--- src/rtl/route_compute_pipe.sv ---
// rtl/route_compute_pipe.sv - registered, handshaked route-compute stage with retry/backoff
// Optional reroute path is enabled by defining ROUTE_ADAPTIVE_EN.
module route_compute_pipe #(
   parameter int TILE_BITS = 2,
   parameter int LOCAL_BITS = 2,
   parameter int VC_BITS = 2,
   parameter logic [(2**VC_BITS)-1:0] SER_VC_MASK = 4'b0010,
   parameter int MAX_RETRY = 3,
   parameter int BACKOFF_BASE = 2
) (
   input  logic                  clk,
   input  logic                  rst,
   input  logic                  in_valid,
   output logic                  in_ready,
   input  logic [TILE_BITS-1:0]  cur_x,
   input  logic [TILE_BITS-1:0]  cur_y,
   input  logic [LOCAL_BITS-1:0] cur_lx,
   input  logic [LOCAL_BITS-1:0] cur_ly,
   input  logic [TILE_BITS-1:0]  dst_x,
   input  logic [TILE_BITS-1:0]  dst_y,
   input  logic [LOCAL_BITS-1:0] dst_lx,
   input  logic [LOCAL_BITS-1:0] dst_ly,
   input  logic [VC_BITS-1:0]    vc_class,
   input  logic [11:0]           link_up,
   output logic                  out_valid,
   input  logic                  out_ready,
   output logic [11:0]           out_port,
   output logic                  out_eject,
   output logic                  out_rerouted,
   output logic                  drop_pulse,
   output logic [15:0]           drop_cnt,
   output logic                  busy
);
   typedef enum logic [1:0] {IDLE, EVAL, HOLD, BACKOFF} state_t;

   state_t                state_q;
   logic [TILE_BITS-1:0]  dst_x_q, dst_y_q;
   logic [LOCAL_BITS-1:0] dst_lx_q, dst_ly_q;
   logic [VC_BITS-1:0]    vc_q;
   logic [2:0]            retry_q;
   logic [15:0]           backoff_q;
   logic                  out_valid_q, out_eject_q, out_rerouted_q, drop_pulse_q;
   logic [11:0]           out_port_q;
   logic [15:0]           drop_cnt_q;

   logic        tile_same, local_same, go_n, go_s, go_e, go_w, diag;
   logic [1:0]  dir;
   logic [3:0]  base;
   logic [11:0] vc_mask, allowed, primary_d, primary_ok_d, reroute_d;
`ifdef ROUTE_ADAPTIVE_EN
   logic [1:0]  cand;
`endif

   function automatic logic [11:0] onehot(input logic [3:0] idx);
      onehot = 12'd1 << idx;
   endfunction

   // dir: 0=N 1=S 2=E 3=W; base selects the plain ports (0) or SerDes ports (8)
   always_comb begin
      tile_same  = (dst_x_q == cur_x) && (dst_y_q == cur_y);
      local_same = (dst_lx_q == cur_lx) && (dst_ly_q == cur_ly);
      if (tile_same) begin
         go_n = dst_ly_q > cur_ly;
         go_s = dst_ly_q < cur_ly;
         go_e = dst_lx_q > cur_lx;
         go_w = dst_lx_q < cur_lx;
      end else begin
         go_n = dst_y_q > cur_y;
         go_s = dst_y_q < cur_y;
         go_e = dst_x_q > cur_x;
         go_w = dst_x_q < cur_x;
      end
      diag = tile_same && (go_n || go_s) && (go_e || go_w);
      if (go_n)      dir = 2'd0;
      else if (go_s) dir = 2'd1;
      else if (go_e) dir = 2'd2;
      else           dir = 2'd3;
      base = tile_same ? 4'd0 : 4'd8;
      if (diag) primary_d = onehot({2'b01, go_s, go_w});
      else      primary_d = onehot(base + {2'b00, dir});
      vc_mask = 12'hFFF;
      if (SER_VC_MASK[vc_q]) vc_mask[11:8] = 4'h0;
      allowed      = link_up & vc_mask;
      primary_ok_d = primary_d & allowed;
      reroute_d    = '0;
`ifdef ROUTE_ADAPTIVE_EN
      // Vertical blockage tries E,W then opposite; horizontal tries N,S then opposite.
      for (int k = 0; k < 3; k++) begin
         if (k == 0)      cand = {~dir[1], 1'b0};
         else if (k == 1) cand = {~dir[1], 1'b1};
         else             cand = dir ^ 2'b01;
         if (reroute_d == '0) reroute_d = onehot(base + {2'b00, cand}) & allowed;
      end
`endif
   end

   always_ff @(posedge clk or posedge rst) begin
      if (rst) begin
         state_q        <= IDLE;
         dst_x_q        <= '0;
         dst_y_q        <= '0;
         dst_lx_q       <= '0;
         dst_ly_q       <= '0;
         vc_q           <= '0;
         retry_q        <= '0;
         backoff_q      <= '0;
         out_valid_q    <= 1'b0;
         out_port_q     <= '0;
         out_eject_q    <= 1'b0;
         out_rerouted_q <= 1'b0;
         drop_pulse_q   <= 1'b0;
         drop_cnt_q     <= '0;
      end else begin
         drop_pulse_q <= 1'b0;
         case (state_q)
            IDLE: if (in_valid) begin
               dst_x_q  <= dst_x;
               dst_y_q  <= dst_y;
               dst_lx_q <= dst_lx;
               dst_ly_q <= dst_ly;
               vc_q     <= vc_class;
               retry_q  <= '0;
               state_q  <= EVAL;
            end
            EVAL: begin
               if (tile_same && local_same) begin
                  out_eject_q    <= 1'b1;
                  out_port_q     <= '0;
                  out_rerouted_q <= 1'b0;
                  out_valid_q    <= 1'b1;
                  state_q        <= HOLD;
               end else if (primary_ok_d != '0) begin
                  out_port_q     <= primary_ok_d;
                  out_rerouted_q <= 1'b0;
                  out_valid_q    <= 1'b1;
                  state_q        <= HOLD;
               end else if (reroute_d != '0) begin
                  out_port_q     <= reroute_d;
                  out_rerouted_q <= 1'b1;
                  out_valid_q    <= 1'b1;
                  state_q        <= HOLD;
               end else if (retry_q == 3'(MAX_RETRY - 1)) begin
                  drop_pulse_q <= 1'b1;
                  if (drop_cnt_q != 16'hFFFF) drop_cnt_q <= drop_cnt_q + 16'd1;
                  state_q <= IDLE;
               end else begin
                  retry_q   <= retry_q + 3'd1;
                  backoff_q <= 16'(BACKOFF_BASE) << retry_q;
                  state_q   <= BACKOFF;
               end
            end
            BACKOFF: begin
               if (backoff_q <= 16'd1) state_q <= EVAL;
               else                    backoff_q <= backoff_q - 16'd1;
            end
            HOLD: if (out_ready) begin
               out_valid_q    <= 1'b0;
               out_port_q     <= '0;
               out_eject_q    <= 1'b0;
               out_rerouted_q <= 1'b0;
               state_q        <= IDLE;
            end
            default: state_q <= IDLE;
         endcase
      end
   end

   assign in_ready     = (state_q == IDLE);
   assign busy         = (state_q != IDLE);
   assign out_valid    = out_valid_q;
   assign out_port     = out_port_q;
   assign out_eject    = out_eject_q;
   assign out_rerouted = out_rerouted_q;
   assign drop_pulse   = drop_pulse_q;
   assign drop_cnt     = drop_cnt_q;
endmodule

--- config.mk ---
export PLATFORM = sky130hd
export DESIGN_NAME = route_compute_pipe
export DESIGN_NICKNAME = d
export VERILOG_FILES = /design/src/rtl/route_compute_pipe.sv
export SDC_FILE = /design/constraint.sdc
export NUM_CORES = 1
export LEC_CHECK = 0
export ABC_AREA = 1
export BUFFER_PORTS_ARGS = -buffer_cell sky130_fd_sc_hd__buf_2
export CORE_MARGIN = 2
export CORE_UTILIZATION = 30
export CTS_CLUSTER_DIAMETER = 200
export DETAILED_ROUTE_END_ITERATION = 12
export PLACE_DENSITY = 0.52
export SYNTH_ARGS = -nofsm -noshare
export SYNTH_HDL_FRONTEND = slang
export SYNTH_SLANG_ARGS = --single-unit
--- constraint.sdc ---
create_clock -name clk -period 7.2 [get_ports clk]
set_input_delay 1.08 -clock clk [delete_from_list [all_inputs] [get_ports clk]]
set_output_delay 1.08 -clock clk [all_outputs]
set_load 0.01 [all_outputs]
# Word-level counts from Yosys, hierarchy flattened
# Cells that the tools add are included.
[op_classes]
addsub = 4
n_mul = 0
div = 0
n_lt_le_gt_ge = 10
eq_ne = 18
shifts = 3
mux = 46
bitwise_logic = 4
reduce_logical = 20
[ops]
columns = ["op", "n"]
rows = [
  ["$mux 16", 4],
  ["$mux 12", 4],
  ["$pmux 16 s2", 1],
  ["$and 12x12->12", 2],
  ["$pmux 12 s2", 1],
  ["$add 16x1->16 const B", 1],
  ["$le 16x1->1 const B", 1],
  ["$mux 1", 16],
  ["$mux 2", 8],
  ["$ne 16x16->1 const B", 1],
  ["$ne 2x2->1 const B", 8],
  ["$shl 2x3->16 const A", 1],
  ["$sub 16x1->16 const B", 1],
  ["$reduce_and 5->1", 3],
  ["$mux 3", 4],
  ["$reduce_bool 12->1", 1],
  ["$shl 1x3->12 const A", 1],
  ["$shl 1x4->12 const A", 1],
  ["$reduce_and 3->1", 3],
  ["$eq 2x2->1", 4],
  ["$gt 2x2->1", 4],
  ["$lt 2x2->1", 4],
  ["$mux 4", 2],
  ["$pmux 2 s4", 1],
  ["16 further kinds", 28],
]
[totals]
register_bits = 63
latchBits = 0
ram_bits = 0
rom_bits = 0
out_inout_bits = 34
elab_cells = 119
n_memories = 0

# Logic depth before layout (Yosys ltp)
# Gate-level depths: netlist (run 1).
[depth]
word_depth = 14
ltp_mapped = 21

# Least setup slack after synthesis (run 1)
# Ideal clock, no wire load.
[synth_timing]
path_kind = "input -> register"
from = "input cur_x[1]"
to = "register drop_cnt_q[0] (netlist: drop_cnt[0])"
arrival_ps = 2982
path_slack_ps = 4099
cell_stages = 21
n_path_buf = 1
path_cell_list = "inv_1 > ha_1 > nand2_2 > inv_2 > nand2_1 > nand2_1 > nand2_2 > nand3_4 > nand3_2 > nand2_1 > nand2_1 > nor2_1 > nand3_2 > nand2_2 > nor2_4 > nand3_4 > nor2_8 > nand2_4 > buf_6 > nand2_1 > nand2_1"
[synth_between]
elab_chain_cells = 13
elab_cells_between_ends = 26
cone_classes = "add/sub: 1; order compare: 2; eq/ne: 1; shift: 2; mux: 9; bitwise: 3; reduce/logical: 8"
[synth_lines]
columns = ["element", "line_no", "source"]
rows = [
  ["from (decl)", "15", "input logic [TILE_BITS-1:0] cur_x,"],
  ["$eq 2x2->1", "60", "tile_same = (dst_x_q == cur_x) && (dst_y_q == cur_y);"],
  ["$logic_and 1x1->1", "60", ""],
  ["$mux 1", "62", "if (tile_same) begin"],
  ["$mux 1", "76", "else if (go_e) dir = 2'd2;"],
  ["$mux 2", "75", "else if (go_s) dir = 2'd1;"],
  ["$mux 2", "74", "if (go_n) dir = 2'd0;"],
  ["$add 4x2->4", "80", "else primary_d = onehot(base + {2'b00, dir});"],
  ["$shl 1x4->12", "55", "onehot = 12'd1 << idx;"],
  ["$mux 12", "79", "if (diag) primary_d = onehot({2'b01, go_s, go_w});"],
  ["$and 12x12->12", "84", "primary_ok_d = primary_d & allowed;"],
  ["$reduce_bool 12->1", "132", "end else if (primary_ok_d != '0) begin"],
  ["$not 1->1 (no source line)", "n/a", ""],
  ["$reduce_and 5->1 (no source line) *", "n/a", ""],
  ["to (signal assigned)", "144", "if (drop_cnt_q != 16'hFFFF) drop_cnt_q <= drop_cnt_q + 16'd1;"],
  ["to (decl)", "44", "logic [15:0] drop_cnt_q;"],
]
# Every way passes the cells marked *; elsewhere a longest branch is shown, timed or not.
# A chain may end at the register's enable or synchronous reset.

# Worst setup path after layout (run 1)
[layout_timing]
from = "input cur_y[1]"
to = "register backoff_q[5]"
[layout_between]
elab_chain_cells = 13
elab_cells_between_ends = 26
cone_classes = "add/sub: 1; order compare: 2; eq/ne: 3; shift: 2; mux: 9; bitwise: 1; reduce/logical: 8"
[layout_lines]
columns = ["element", "line_no", "source"]
rows = [
  ["from (decl)", "16", "input logic [TILE_BITS-1:0] cur_y,"],
  ["$eq 2x2->1", "60", ""],
  ["$logic_and 1x1->1", "60", ""],
  ["$mux 1", "62", ""],
  ["$mux 1", "76", ""],
  ["$mux 2", "75", ""],
  ["$mux 2", "74", ""],
  ["$add 4x2->4", "80", ""],
  ["$shl 1x4->12", "55", ""],
  ["$mux 12", "79", ""],
  ["$and 12x12->12", "84", ""],
  ["$reduce_bool 12->1", "132", ""],
  ["$ne 2x2->1 (no source line)", "n/a", ""],
  ["$reduce_and 5->1 (no source line) *", "n/a", ""],
  ["to (signal assigned)", "148", "backoff_q <= 16'(BACKOFF_BASE) << retry_q;"],
  ["to (signal assigned)", "154", "else backoff_q <= backoff_q - 16'd1;"],
  ["to (decl)", "41", "logic [15:0] backoff_q;"],
]
# Marked as above.

==> results of run 1 <==
power by group:
part	internal [mW]	switching (mW)	leakage [nW]
registers	0.454	0.0853	0.818
logic	0.316	0.642	1.71
clock network	0.269	0.174	0.146
total	1.04	0.901	2.68
flip-flops by register name, summed over array words and instances, names as in the netlist:
register / count
dst_ly_q: 2
out_eject: 1
dst_lx_q: 2
drop_pulse: 1
state_q: 2
drop_cnt: 16
out_valid: 1
dst_y_q: 2
backoff_q: 16
dst_x_q: 2
out_port: 12
vc_q: 2
retry_q: 3
layer usage:
layer  wire (µm)  track usage  vias up
met4         158       0.0537        0
met5           0            0        -
li1            -            -     1871
met1        4800        0.195     1668
met3         383       0.0325       15
met2        4410        0.232       68
cells by family after synthesis:
logic type	after synthesis	synth area share
xor+xnor	18	0.0389
buf+inv	79	0.0822
other cells	1	0.000926
simple gates	318	0.362
mux	5	0.0139
flops	62	0.383
fa+ha+maj	21	0.0649
compound gates	38	0.0541
synth_stat cells, types with 2 or more instances:
library cell / n / area (µm²)
nor2_1: 51 / 191
nand3_4: 2 / 35.0
o21ai_0: 13 / 65.1
nand2_1: 151 / 567
nand3b_1: 4 / 30.0
inv_1: 61 / 229
buf_4: 3 / 22.5
clkbuf_1: 8 / 30.0
and3_1: 3 / 18.8
dfrtp_1: 62 / 1550
mux2_2: 5 / 56.3
a21oi_1: 15 / 75.1
ha_1: 21 / 263
nand3_2: 4 / 40.0
o22ai_1: 2 / 12.5
xor2_1: 16 / 140
inv_2: 2 / 7.51
buf_6: 3 / 33.8
nand4_1: 8 / 50.1
nor3_1: 7 / 35.0
nor3b_1: 2 / 15.0
nand3_1: 72 / 360
nand2_2: 6 / 37.5
nor2_4: 2 / 22.5
buf_2: 2 / 10.0
xnor2_1: 2 / 17.5
worst max-delay path: cells and delay by family:
family        cells  cell delay (ns)
simple gates     15             2.55
fa+ha+maj         1             0.30
buf+inv           2             0.10
metrics by stage:
step / setup slack (ns) / hold slack (ns)
4_1_cts: 3.38 / 0.483
6_report: 3.39 / 0.480
5_1_grt: 3.02 / 0.518
2_1_floorplan: 4.10 / 0.442
3_3_place_gp: 3.11 / 0.464
3_5_place_dp: 2.99 / 0.470
layout make-up:
type | count | area [µm²] | share of cell area
Multi-Input combinational cell | 401 | 2160 | 0.449
Sequential cell | 62 | 1550 | 0.322
Timing Repair Buffer | 68 | 345 | 0.0717
Inverter | 63 | 236 | 0.0491
Clock buffer | 9 | 225 | 0.0468
Tap cell | 176 | 220 | 0.0457
Clock inverter | 7 | 73.8 | 0.0153
final timing paths:
path                       cells after the start      endpoint  slack [ns]         start
min reg2reg                                    2  backoff_q[1]        0.48  backoff_q[1]
min                                            2  backoff_q[1]        0.48  backoff_q[1]
max reg2reg                                   16  backoff_q[5]        3.85    dst_y_q[1]
max                                           18  backoff_q[5]        3.39      cur_y[1]
max in group asynchronous                      3     out_valid        5.69           rst
min in group asynchronous                      3  drop_cnt[13]        0.98           rst
==> metrics.txt, run 1 <==
result of the run finished clean; worst slew slack as a fraction of its limit 0.455; Cell Rows 42; post-cts repair resize count 0; top library cells by usage in the layout, fill and taps aside 151 x nand2_1, 72 x nand3_1, 66 x buf_2, 62 x dfrtp_1, 60 x inv_1; CP Capture Type flop; number of nets produced by synthesis 597; antenna violations before repair 0; number of DRC violations after detailed routing 0; number of port buffers 66; areal power density over the cells 403 mW/mm²; highest cell delay on the worst timing path 0.53 ns; Worst Hold Class flop to flop; slew at the pin closest to its max-slew limit around 0.82 ns; count of flip-flops with a built-in enable after synthesis 0; top-level I/O count 68; number of register bits inferred by synthesis 62; maximum number of pins on one net before global-route repair 63; slowest library cell on the worst path nand2_1; total instance count after detailed placement 770; Hold Buf Count CTS 0; kind of launch point of the worst setup path input pin; most common cell after layout, fill and taps aside nand2_1; clock tree from TritonCTS built; yosys warns 0; classification of the worst setup path input pin to flop; number of levels the H-tree was split into 3; total global routing track utilization 0.146; Worst Path Required 7.43 ns; iteration count of the initial detailed-routing pass 4; average size of a mapped cell 7.47 µm²; ys flop type dfrtp_1; post-layout net count 660; number of distinct library cells after synthesis 41; wire length of the first global-routing pass 16.9 mm; via count of the first global-routing pass 3583; Final Max Slew Viols 0; overall die height 120 µm; critical path data arrival time just over 4 ns; leakage 2.68 nW; HPWL after detailed placement approximately 7.1 mm; Clock Root Buffer clkbuf_16; max-capacitance violation count 0; list of cells traversed by the critical path buf_2 > inv_1 > ha_1 > nand2_2 > nor2_4 > nand3_2 > nand3_4 > nand3_2 > nand2_1 > nand2_1 > nand3_1 > nand3_2 > nor2_4 > nand4_1 > nand2_1 > nand2_2 > nand2_1 > nand2_1; final worst-path cycle share 0.529; RSZ-0062 raised after global routing no; fraction of final layout cells sized beyond drive strength 1 0.185; filler instances 1410; total CTS buffers 9; number of hold violations in the final report 0; global placer's final weighted congestion slightly above 0.8; post-layout minimum cycle time 3.81 ns; most frequent cell on the critical path nand2_1; Setup TNS 0 ns; floorplan die area 0.0144 mm²; number of standard cells in the layout, taps in and fillers out between 700 and 800; worst clock skew 0.0111 ns; mean number of vias per cell 4.61; Async SR Flop Fraction 1.00; share of the yosys chip area belonging to registers 0.383; number of DRC markers in iteration 0 ~170; Tot Pwr 1.94 mW; growth of design area from synthesis to finish 19.0%; VDD IR-drop max about 0.14 mV; Ant. Diodes 0; Final Cell Area 0.00482 mm²; Skew-Pair Late Insertion Delay 0.34 ns; number of setup violations in the final report 0; GRT Residual Overflow 0; count of vias placed by the detailed router between 3000 and 4000; area of the mapped netlist around 0.0040 mm²; maximum clock insertion buffer count 2; initial cell density of the core 0.307; total routed wirelength 9.75 mm; synthesized instance count around 540; post-place instance area 0.00452 mm²; Highest Clock Rate between 0.2 and 0.3 GHz; core area 0.0132 mm²; setup repair bufs after CTS 0; highest fanout seen on the critical path 21; antenna violation net count after detailed routing 0; number of sinks handled by clock tree synthesis between 60 and 70; Finished Core Util 0.365; WL per Instance ~12 µm; clock transition at the registers of the reported paths around 0.060 ns; Die Wd 120 µm
(Power assumes the default switching activity.)
==> run 2, diff against run 1 <==
- clock period: 7.2 -> 3.75 ns (I/O delays scaled with it)
==> run 2 against run 1 <==
Effect of this change: utilization fell by 0.14 points; clock power up 75%; first-iteration DRC count increased by 18%; sequential share of layout area increased by 0.13 points; critical endpoint is now out_port[0]; largest power group unchanged; highest routed layer unchanged.
==> metrics.txt, run 2 (synthesized netlist as in run 1, its figures left out) <==
number of hold violations in the final report 0 (unchanged); post-cts repair resize count 0 (unchanged); R2R Path Start dst_y_q[1]; highest fanout seen on the critical path 14 (-33%); number of levels the H-tree was split into 3 (unchanged); growth of design area from synthesis to finish 18.5%; max-capacitance violation count 0 (unchanged); post-layout minimum cycle time 3.05 ns; Ant. Diodes 0 (unchanged); antenna violations before repair 0 (unchanged); number of sinks handled by clock tree synthesis 62 (unchanged); Die Wd 120 µm (unchanged); iteration count of the initial detailed-routing pass 4 (unchanged); global placer's final weighted congestion 0.882 (+7.5%); GRT Residual Overflow 0 (unchanged); core area 0.0132 mm² (unchanged); number of setup violations in the final report 0 (unchanged); Final Cell Area 0.00480 mm² (-0.39%); Setup TNS 0 ns (unchanged); total instance count after detailed placement 772 (+0.26%); top-level I/O count 68 (unchanged); result of the run finished clean; worst clock skew 0.00518 ns (-0.00594 ns); Highest Clock Rate approximately 0.33 GHz; most common cell after layout, fill and taps aside nand2_1; critical path data arrival time 3.31 ns (-0.73 ns); RSZ-0062 raised after global routing no; via count of the first global-routing pass 3677 (+2.6%); total CTS buffers 9 (unchanged); Worst Path Required 4.02 ns (-3.41 ns); floorplan die area 0.0144 mm² (unchanged); destination of the worst register-to-register timing path out_port[0]; kind of launch point of the worst setup path flop; Final Max Slew Viols 0 (unchanged); number of DRC violations after detailed routing 0 (unchanged); wire length of the first global-routing pass 17.3 mm (+2.2%); total global routing track utilization 0.148 (+0.00234); CP Capture Type flop; number of standard cells in the layout, taps in and fillers out 784 (-0.25%); leakage 2.67 nW (-0.16%); Hold Buf Count CTS 0 (unchanged); post-layout net count 662 (+0.30%); HPWL after detailed placement 7.14 mm (+0.85%); clock tree from TritonCTS built; number of port buffers 66 (unchanged); slew at the pin closest to its max-slew limit 0.864 ns (+0.0466 ns); mean number of vias per cell 4.58 (-0.55%); top library cells by usage in the layout, fill and taps aside 151 x nand2_1, 72 x nand3_1, 66 x buf_2, 62 x dfrtp_1, 60 x inv_1; initial cell density of the core 0.307 (unchanged); antenna violation net count after detailed routing 0 (unchanged); VDD IR-drop max 0.258 mV (+82%); Finished Core Util 0.364 (-0.00142); number of DRC markers in iteration 0 199 (+18%); final worst-path cycle share 0.812; filler instances 1414 (+0.28%); overall die height 120 µm (unchanged); worst slew slack as a fraction of its limit 0.423 (-0.0319); total routed wirelength 9.74 mm (-0.11%); count of vias placed by the detailed router 3593 (-0.80%); Worst Hold Class input pin to asynchronous set/reset pin; post-place instance area 0.00453 mm² (+0.33%); Clock Root Buffer clkbuf_16; areal power density over the cells 767 mW/mm² (+91%); maximum number of pins on one net before global-route repair 40 (-37%); maximum clock insertion buffer count 2 (unchanged); clock transition at the registers of the reported paths 0.05 ns (about the same); setup repair bufs after CTS 0 (unchanged); cell depth of the worst flop-to-flop path 16 (unchanged); WL per Instance 12.4 µm (+0.14%); fraction of final layout cells sized beyond drive strength 1 0.183 (-0.00268); slack of the worst reg-to-reg path 0.70 ns (-3.15 ns); classification of the worst setup path flop to flop; Cell Rows 42 (unchanged); Skew-Pair Late Insertion Delay 0.33 ns (about the same)
-- run 2: critical path, stage by stage (launching register included) --
cell and delay, ns:
dfrtp_1 0.37, ha_1 0.30, nand2_2 0.09, nor2_4 0.31, nand3_1 0.15, nand2_1 0.12, inv_1 0.07, nor2_1 0.18
nand3_1 0.12, nand2_1 0.07, nand3b_1 0.13, nor2_2 0.07, nand2_1 0.08, nand3_1 0.39, nand2_2 0.34, nand3_1 0.11
nand2_1 0.08
-- run 2: final cells by class --
type | count | area (µm²) | area share
multi-input combinational | 401 | 2160 | 0.451
sequential | 62 | 1550 | 0.323
timing repair buffer | 70 | 360 | 0.0751
inverter | 63 | 236 | 0.0493
clock buffer | 9 | 225 | 0.0469
tap | 176 | 220 | 0.0459
clock inverter | 3 | 40.0 | 0.00834
-- run 2: routing by layer --
| layer | GRT usage | share of wire | up-vias |
|---|---|---|---|
| met5 | 0 | 0 | - |
| met4 | 0.0353 | 0.010 | 0 |
| met3 | 0.0401 | 0.037 | 7 |
| met2 | 0.241 | 0.46 | 56 |
| met1 | 0.196 | 0.49 | 1655 |
| li1 | - | - | 1875 |
-- run 2: where the power goes --
part / leakage [nW] / switching (mW) / internal (mW)
combinational: 1.72 / 1.26 / 0.617
sequential: 0.818 / 0.158 / 0.872
clock: 0.133 / 0.279 / 0.495
-- run 2: metrics by stage --
| stage | setup slack [ns] | hold WS (ns) | power (mW) |
|---|---|---|---|
| after detailed placement | 0.405 | 0.470 | 2.93 |
| final | 0.704 | 0.406 | 3.68 |
| after global placement | 0.541 | 0.462 | 2.89 |
| after global routing | 0.324 | 0.446 | 4.08 |
| after floorplan | 1.17 | 0.442 | 2.48 |
| after CTS | 0.680 | 0.440 | 3.73 |
-- run 2: worst max path at each step --
| stage | slack, ns | endpoint | cells past startpoint | from |
|---|---|---|---|---|
| detailed placement | 0.41 | out_port[0] | 18 | cur_y[1] |
| global route | 0.32 | out_port[0] | 17 | dst_x_q[1] |
| global placement | 0.54 | out_port[0] | 18 | cur_y[1] |
| finish | 0.70 | out_port[0] | 16 | dst_y_q[1] |
| floorplan | 1.17 | drop_cnt[0] | 21 | cur_x[1] |
| CTS | 0.68 | out_port[0] | 16 | dst_y_q[1] |
